$ cat src/rtl/bleeper_pkg.sv
// bleeper_pkg: shared types and constants for the bleeper controller.
//   bleep_state_t  controller FSM state encoding
//   BEEP_ON_CMD    port F8 data value that opens the CPU beep
//   BEEP_OFF_CMD   port F8 data value that closes the CPU beep
//   max_u / safe_clog2  width helpers used for counter sizing
package bleeper_pkg;

  typedef enum logic [1:0] {
    IDLE,
    CPU_ON,
    TIMED,
    GAP
  } bleep_state_t;

  localparam logic [7:0] BEEP_ON_CMD  = 8'h0B;
  localparam logic [7:0] BEEP_OFF_CMD = 8'h0C;

  function automatic int unsigned max_u(input int unsigned a, input int unsigned b);
    return (a > b) ? a : b;
  endfunction

  // $clog2 returns 0 for 1; a counter still needs at least one bit.
  function automatic int unsigned safe_clog2(input int unsigned v);
    return (v <= 1) ? 1 : $clog2(v);
  endfunction

endpackage

$ cat src/rtl/bleeper_ms_tick.sv
// bleeper_ms_tick: ce-driven millisecond prescaler.
//   clk_sys  in   system clock
//   reset    in   synchronous active-high reset (loads MS_DIV-1)
//   ce       in   clock enable; the prescaler only counts on ce
//   reload   in   synchronous reload to MS_DIV-1 (wins over counting)
//   tick     out  high for the ce cycle in which the prescaler is 0
module bleeper_ms_tick
  import bleeper_pkg::*;
#(
  parameter int unsigned MS_DIV = 64000,
  parameter int unsigned PW     = 16
) (
  input  logic clk_sys,
  input  logic reset,
  input  logic ce,
  input  logic reload,
  output logic tick
);

  localparam logic [PW-1:0] RELOAD_VAL = PW'(MS_DIV - 1);

  logic [PW-1:0] cnt_q;

  always_ff @(posedge clk_sys) begin
    if (reset || reload) begin
      cnt_q <= RELOAD_VAL;
    end else if (ce) begin
      cnt_q <= (cnt_q == '0) ? RELOAD_VAL : cnt_q - 1'b1;
    end
  end

  // tick does not depend on reload: the FSM derives reload from tick.
  assign tick = ce && (cnt_q == '0);

endmodule

$ cat src/rtl/bleeper_ctrl.sv
// bleeper_ctrl: sequences the square-wave bleeper between CPU port F8
// commands and a timed keyclick, and gates the free-running tone onto the
// speaker output.
//   clk_sys    in   system clock
//   reset      in   synchronous active-high reset
//   ce         in   clock enable for all timing (not the speaker register)
//   io_wr      in   1-cycle port F8 write strobe
//   io_data    in   port F8 write data (0B = beep on, 0C = beep off)
//   click_req  in   level request for a timed click, held until click_ack
//   click_ack  out  1-cycle acceptance pulse for click_req
//   tone_in    in   square wave from the tone generator
//   speaker    out  registered tone_in & gate
//   busy       out  high whenever the FSM is not IDLE
// Build option: define BLEEPER_CLICK_EN to include the click path and the
// TIMED state; without it click_req is ignored and click_ack stays 0.
module bleeper_ctrl
  import bleeper_pkg::*;
#(
  parameter int unsigned CE_HZ    = 64000000,
  parameter int unsigned CLICK_MS = 20,
  parameter int unsigned GAP_MS   = 5
) (
  input  logic       clk_sys,
  input  logic       reset,
  input  logic       ce,
  input  logic       io_wr,
  input  logic [7:0] io_data,
  input  logic       click_req,
  output logic       click_ack,
  input  logic       tone_in,
  output logic       speaker,
  output logic       busy
);

  localparam int unsigned MS_DIV = CE_HZ / 1000;
  localparam int unsigned PW     = safe_clog2(MS_DIV);
  localparam int unsigned DW     = safe_clog2(max_u(CLICK_MS, GAP_MS) + 1);

  localparam logic [DW-1:0] GAP_LD = DW'(GAP_MS);
`ifdef BLEEPER_CLICK_EN
  localparam logic [DW-1:0] CLICK_LD = DW'(CLICK_MS);
`endif

  bleep_state_t  state_q, state_d;
  logic [DW-1:0] dur_q, dur_ld;
  logic          load_dur;
  logic          ms_tick;
  logic          dur_last;
  logic          gate;
  logic          ack_d;
  logic          cmd_on, cmd_off;

  assign cmd_on  = io_wr && (io_data == BEEP_ON_CMD);
  assign cmd_off = io_wr && (io_data == BEEP_OFF_CMD);

  // Entering TIMED or GAP restarts the ms grid so a phase is exactly N ms.
  bleeper_ms_tick #(
    .MS_DIV (MS_DIV),
    .PW     (PW)
  ) u_ms_tick (
    .clk_sys (clk_sys),
    .reset   (reset),
    .ce      (ce),
    .reload  (load_dur),
    .tick    (ms_tick)
  );

  // The phase ends on the tick that takes the counter from 1 to 0.
  assign dur_last = (dur_q <= DW'(1));

  always_comb begin
    state_d  = state_q;
    ack_d    = 1'b0;
    load_dur = 1'b0;
    dur_ld   = '0;
    unique case (state_q)
      IDLE: begin
        if (cmd_on) begin
          state_d = CPU_ON;
        end
`ifdef BLEEPER_CLICK_EN
        else if (click_req) begin
          state_d  = TIMED;
          ack_d    = 1'b1;
          load_dur = 1'b1;
          dur_ld   = CLICK_LD;
        end
`endif
      end
      CPU_ON: begin
        if (cmd_off) begin
          state_d  = GAP;
          load_dur = 1'b1;
          dur_ld   = GAP_LD;
        end
      end
`ifdef BLEEPER_CLICK_EN
      TIMED: begin
        if (cmd_on) begin
          state_d = CPU_ON;
        end else if (cmd_off || (ms_tick && dur_last)) begin
          state_d  = GAP;
          load_dur = 1'b1;
          dur_ld   = GAP_LD;
        end
      end
`endif
      GAP: begin
        if (cmd_on) begin
          state_d = CPU_ON;
        end else if (ms_tick && dur_last) begin
          state_d = IDLE;
        end
      end
      default: state_d = IDLE;
    endcase
  end

  always_ff @(posedge clk_sys) begin
    if (reset) begin
      state_q <= IDLE;
      busy    <= 1'b0;
    end else begin
      state_q <= state_d;
      busy    <= (state_d != IDLE);
    end
  end

  always_ff @(posedge clk_sys) begin
    if (reset) begin
      dur_q <= '0;
    end else if (load_dur) begin
      dur_q <= dur_ld;
    end else if (ms_tick && (state_q == GAP || state_q == TIMED)) begin
      dur_q <= dur_q - 1'b1;
    end
  end

`ifdef BLEEPER_CLICK_EN
  assign gate = (state_q == CPU_ON) || (state_q == TIMED);
`else
  logic unused_click;
  assign unused_click = click_req;
  assign gate = (state_q == CPU_ON);
`endif

  // The gate only moves with the state register, so the speaker never glitches.
  always_ff @(posedge clk_sys) begin
    if (reset) begin
      speaker <= 1'b0;
    end else begin
      speaker <= tone_in & gate;
    end
  end

  assign click_ack = ack_d && !reset;

endmodule
$ cat config.mk
export PLATFORM = sky130hd
export DESIGN_NAME = bleeper_ctrl
export DESIGN_NICKNAME = d
export VERILOG_FILES = /design/src/rtl/bleeper_pkg.sv /design/src/rtl/bleeper_ms_tick.sv /design/src/rtl/bleeper_ctrl.sv
export SDC_FILE = /design/constraint.sdc
export NUM_CORES = 1
export LEC_CHECK = 0
export ABC_AREA = 1
export CAP_MARGIN = 20
export CORE_MARGIN = 3
export CORE_UTILIZATION = 55
export DETAILED_ROUTE_END_ITERATION = 8
export GPL_TIMING_DRIVEN = 0
export PLACE_DENSITY = 0.86
export SYNTH_ARGS = -nofsm -noshare
export SYNTH_HDL_FRONTEND = slang
export SYNTH_HIERARCHICAL = 1
export SYNTH_SLANG_ARGS = --single-unit
$ cat constraint.sdc
create_clock -name clk_sys -period 4.11 [get_ports clk_sys]
set_input_delay 1.233 -clock clk_sys [delete_from_list [all_inputs] [get_ports clk_sys]]
set_output_delay 1.233 -clock clk_sys [all_outputs]
set_load 0.05 [all_outputs]
* After elaboration in Yosys (flattened, before gate mapping) *
Index checks and enable logic that the tools add are counted.

storage, ports and cells
  flip-flop bits (word level) = 25
  input bits = 14
  output and inout port bits = 3
  logic and storage cells = 37

operators by class
  add/subtract/negate cells = 2
  $lt $le $gt $ge = 1
  equality and inequality tests = 5
  mux-type cells = 12
  bitwise operators = 1
  reductions and logical operators = 11

operator list
  kind                                                             count
  == test 8 x 4 -> 1 bit (second input constant)                   2
  logical NOT 16 bit                                               1
  2-to-1 mux 16 bit                                                1
  subtractor 16 x 1 -> 16 bit (second input constant)              1
  2-to-1 mux 5 bit                                                 3
  2-to-1 mux 2 bit                                                 4
  case mux 2 bit (3 select lines)                                  1
  less-or-equal comparator 5 x 1 -> 1 bit (second input constant)  1
  logical AND 1 bit                                                5
  subtractor 5 x 1 -> 5 bit (second input constant)                1
  == test 2 bit (second input constant)                            2
  nonzero test 2 bit                                               2
  2-to-1 mux 3 bit                                                 1
  == test 2 x 1 -> 1 bit (second input constant)                   1
  logical NOT 2 bit                                                1
  logical OR 1 bit                                                 2
  2-to-1 mux 1 bit                                                 2
  AND 1 bit                                                        1

* Longest topological paths before layout *
  word-level depth = 7
  mapped depth = 13
  mapped depth without buffers = 13

* Cells and area by module *
Netlist, hierarchy kept.

by module, submodules not included
  module           instances  cells each  area an instance (µm²)  seq. area each (µm²)
  bleeper_ms_tick  1          129         972.2                   320.3
  bleeper_ctrl     1          76          524.3                   180.2

* Worst setup path before layout *
No wires, ideal clock.

  kind = input port to flip-flop
  from = in ce
  to = reg dur_q[3]
  arrival = 2.146 ns
  path slack = 1.850 ns
  stages = 11
  buffers on the path = 0
  path through = inv_2 -> nor2_4 -> nand3_2 -> nor2_4 -> nand2_1 -> inv_1 -> nand2_1 -> inv_1 -> nand4_1 -> xor2_1 -> nor2_1

on the way
  longest elaborated chain between the ends = 3

RTL lines
  element                       line                   text
  start: declaration            bleeper_ctrl.sv:25     input logic ce,
  logical AND 1 bit             bleeper_ms_tick.sv:33  assign tick = ce && (cnt_q == '0);
  net ms_tick                   bleeper_ctrl.sv:47     logic ms_tick;
  logical AND 1 bit             bleeper_ctrl.sv:134    end else if (ms_tick && (state_q == GAP || state_q == TIMED)) begin
  nonzero test 2 bit (no line)  -
  end signal: assignment        bleeper_ctrl.sv:133    dur_q <= dur_ld;
  end signal: assignment        bleeper_ctrl.sv:135    dur_q <= dur_q - 1'b1;
  end: declaration              bleeper_ctrl.sv:45     logic [DW-1:0] dur_q, dur_ld;

The timed path passes the listed nets, and every way through them passes these cells.
A chain may end at the register's enable or synchronous reset.

* Final worst setup path *
  from = reg busy
  to = out busy

RTL lines
  element                   line                 text
  start: declaration        bleeper_ctrl.sv:32   output logic busy
  start signal: assignment  bleeper_ctrl.sv:125  busy <= (state_d != IDLE);

No word-level cell between the ends.

==> impl_metrics.toml <==
[clock_tree]
cts_hold_buf = 0
cts_tree = "done"
clk_latency_ns = 0.32
cts_htree_levels = 1
clk_path_buf_depth = 2
postCtsSetupBuffers = 0
cts_resized = 0
path_clk_slew_ns = 0.14
cts_buffers = 3
cts_sinks = 25
cts_root_buf = "clkbuf_4"

[floorplan]
die_h_um = 58.16
die_w_um = 58.16
row_count = 18
initial_core_util = 0.5933
coreArea_um2 = 2522
io_pins = 17
dieArea_um2 = 3383

[setup_path]
cp_max_fo = 1
rrSetupSlack_ns = 2.42
crit_type = "reg2out"
critPathBufInv = 1
cp_cell_sequence = "clkdlybuf4s50_1"
critPathArrivalTime_ns = 1.47
cp_slowest_stage_delay_ns = 0.81
worst_path_max_delay_cell = "clkdlybuf4s50_1"
end_kind = "output pin"
worstPathRequired_ns = 2.88
path_delay_family = "buffers and inverters"
startpoint_type = "register"

[power_and_ir_drop]
p_per_area_nw_per_um2 = 240.3
ir_drop_v = 0.0001825
p_leak_uw = 0.0008107

[synthesis]
ys_ff_latch = 25
synth_area_per_cell_um2 = 7.300
yosysWarnings = 6
synth_area_um2 = 1496
synthArstFlopShare = 0
ys_seq_area_frac = 0.3344
yosysUniqueCellTypes = 29
yosysMostFrequentCell = "nand2_1"
syn-num-nets = 223
synth_ff_type = "dfxtp_1"
synth_edf_count = 0
synth_cells = 205
synth.area.top_cells = "dfxtp_1 (33%), nand2_1 (11%), inv_1 (8.5%), nand3_2 (6.0%), nand3_1 (5.7%)"
synth_top_cell_by_area = "dfxtp_1"
synth_commonest_cells = "nand2_1 (43), inv_1 (34), dfxtp_1 (25)"
netlist.area_leader.share = 0.3344

[placement]
place_hpwl_um = 2070
portBuffers = 14
globalplace.congestion = 0.8522

[routing]
drt_iter0_drc = 49
drc = 0
routed_wl_um = 2544
wire_per_inst_um = 10.06
drt.antenna.violating_nets = 0
vias = 1281
drt-pass1-iter-count = 4
vias_per_cell = 5.063

[grt]
grt_antenna_before_repair = 0
grt_pass1_wl_um = 4498
grt_pass1_vias = 1112
grt_usage = 0.1647
globalRoute.totalOverflow = 0
grt_max_degree = 15

[sta]
fin_crit_sh = 0.6575
fmax_mhz = 370.0
skew_ns = 0.001356
relSlewSlack = 0.6585
period_needed_ns = 2.702
rsz0062_at_grt = "false"
drv_slew = 0
tightestPinTransition_ns = 0.5106
whs_ns = 0.4936
hold_viol_final = 0
fin_tns_setup_ns = 0
setup_viol_count_final = 0

[cells_and_area]
fill_cells = 222
n_antenna_cell = 0
drive_above_1_share = 0.1883
syn2layout_area_growth_pct = 13.71
nets = 242
final_util = 0.6746

[hold_path]
hold_class = "reg2reg"

[run_status]
status = "finished, final reports clean"

[job]
cap_violations = 0
per-layer routing:
metal | share of wire | track usage | up-vias
li1 | - | - | 672
met1 | 0.45 | 0.2003 | 583
met2 | 0.51 | 0.3048 | 26
met3 | 0.040 | 0.04009 | 0
met4 | 0 | 0.009934 | 0
met5 | 0 | 0 | -
placed cells by master (no fill, tap or decap), types with 2 or more instances in the layout:
cell / Yosys / final
nor2_1: 22 / 22
inv_1: 34 / 34
clkdlybuf4s50_1: 0 / 14
clkbuf_4: 0 / 3
dfxtp_1: 25 / 25
nand3_2: 9 / 9
a21oi_1: 6 / 6
ha_1: 4 / 4
nor2_4: 7 / 7
nand4_1: 5 / 5
xor2_1: 3 / 3
nor2_2: 7 / 7
nand3b_1: 2 / 2
nand3_1: 17 / 17
nand2_2: 6 / 6
nand2_1: 43 / 43
flip-flops by register name, indices dropped and copies added, names as in the netlist:
register and flops:
busy 1, dur_q 5, u_ms_tick/cnt_q 16, speaker 1
state_q 2
cells by family after synthesis:
logic type | Yosys count | share of synthesized area
XOR/XNOR | 3 | 0.01756
flip-flops | 25 | 0.3344
buffers and inverters | 37 | 0.1062
other | 1 | 0.002506
adder cells (fa/ha/maj) | 4 | 0.03345
AND/OR/NAND/NOR | 124 | 0.4565
AO/OA/AOI/OAI | 11 | 0.04934
metrics by stage:
stage / cell area [um^2] / cells / setup WS, ns / power, uW
2_1_floorplan: 1496 / 205 / 1.850 / 283.5
3_3_place_gp: 1674 / 249 / 1.122 / 302.1
3_5_place_dp: 1674 / 249 / 1.079 / 303.5
4_1_cts: 1702 / 253 / 1.384 / 415.5
5_1_grt: 1702 / 253 / 1.243 / 426.0
6_report: 1702 / 253 / 1.408 / 408.9
report_power, final:
part / leakage [uW] / internal (uW) / total [uW] / switching (uW)
Combinational: 0.000590 / 21.9 / 48.1 / 26.2
Clock: 0.0000177 / 36.5 / 111 / 74.9
Sequential: 0.000203 / 247 / 249 / 2.89
Total: 0.000811 / 305 / 409 / 104
final timing paths:
check	end	depth (start not counted)	startpoint
max	busy	1	busy
min	dur_q[1]	2	dur_q[1]
max reg2reg	dur_q[3]	11	u_ms_tick/cnt_q[0]
min reg2reg	dur_q[1]	2	dur_q[1]
cell type report:
cell class | count | area, um^2 | area share
timing repair buffer | 14 | 140.1 | 0.08235
sequential | 25 | 500.5 | 0.2941
clock buffer | 3 | 22.52 | 0.01324
multi-input combinational | 143 | 837.1 | 0.4919
tap | 30 | 37.54 | 0.02206
buffer | 2 | 27.53 | 0.01618
inverter | 35 | 131.4 | 0.07721
clock inverter | 1 | 5.005 | 0.002941
Note: power is estimated with default switching activity, not from simulation.
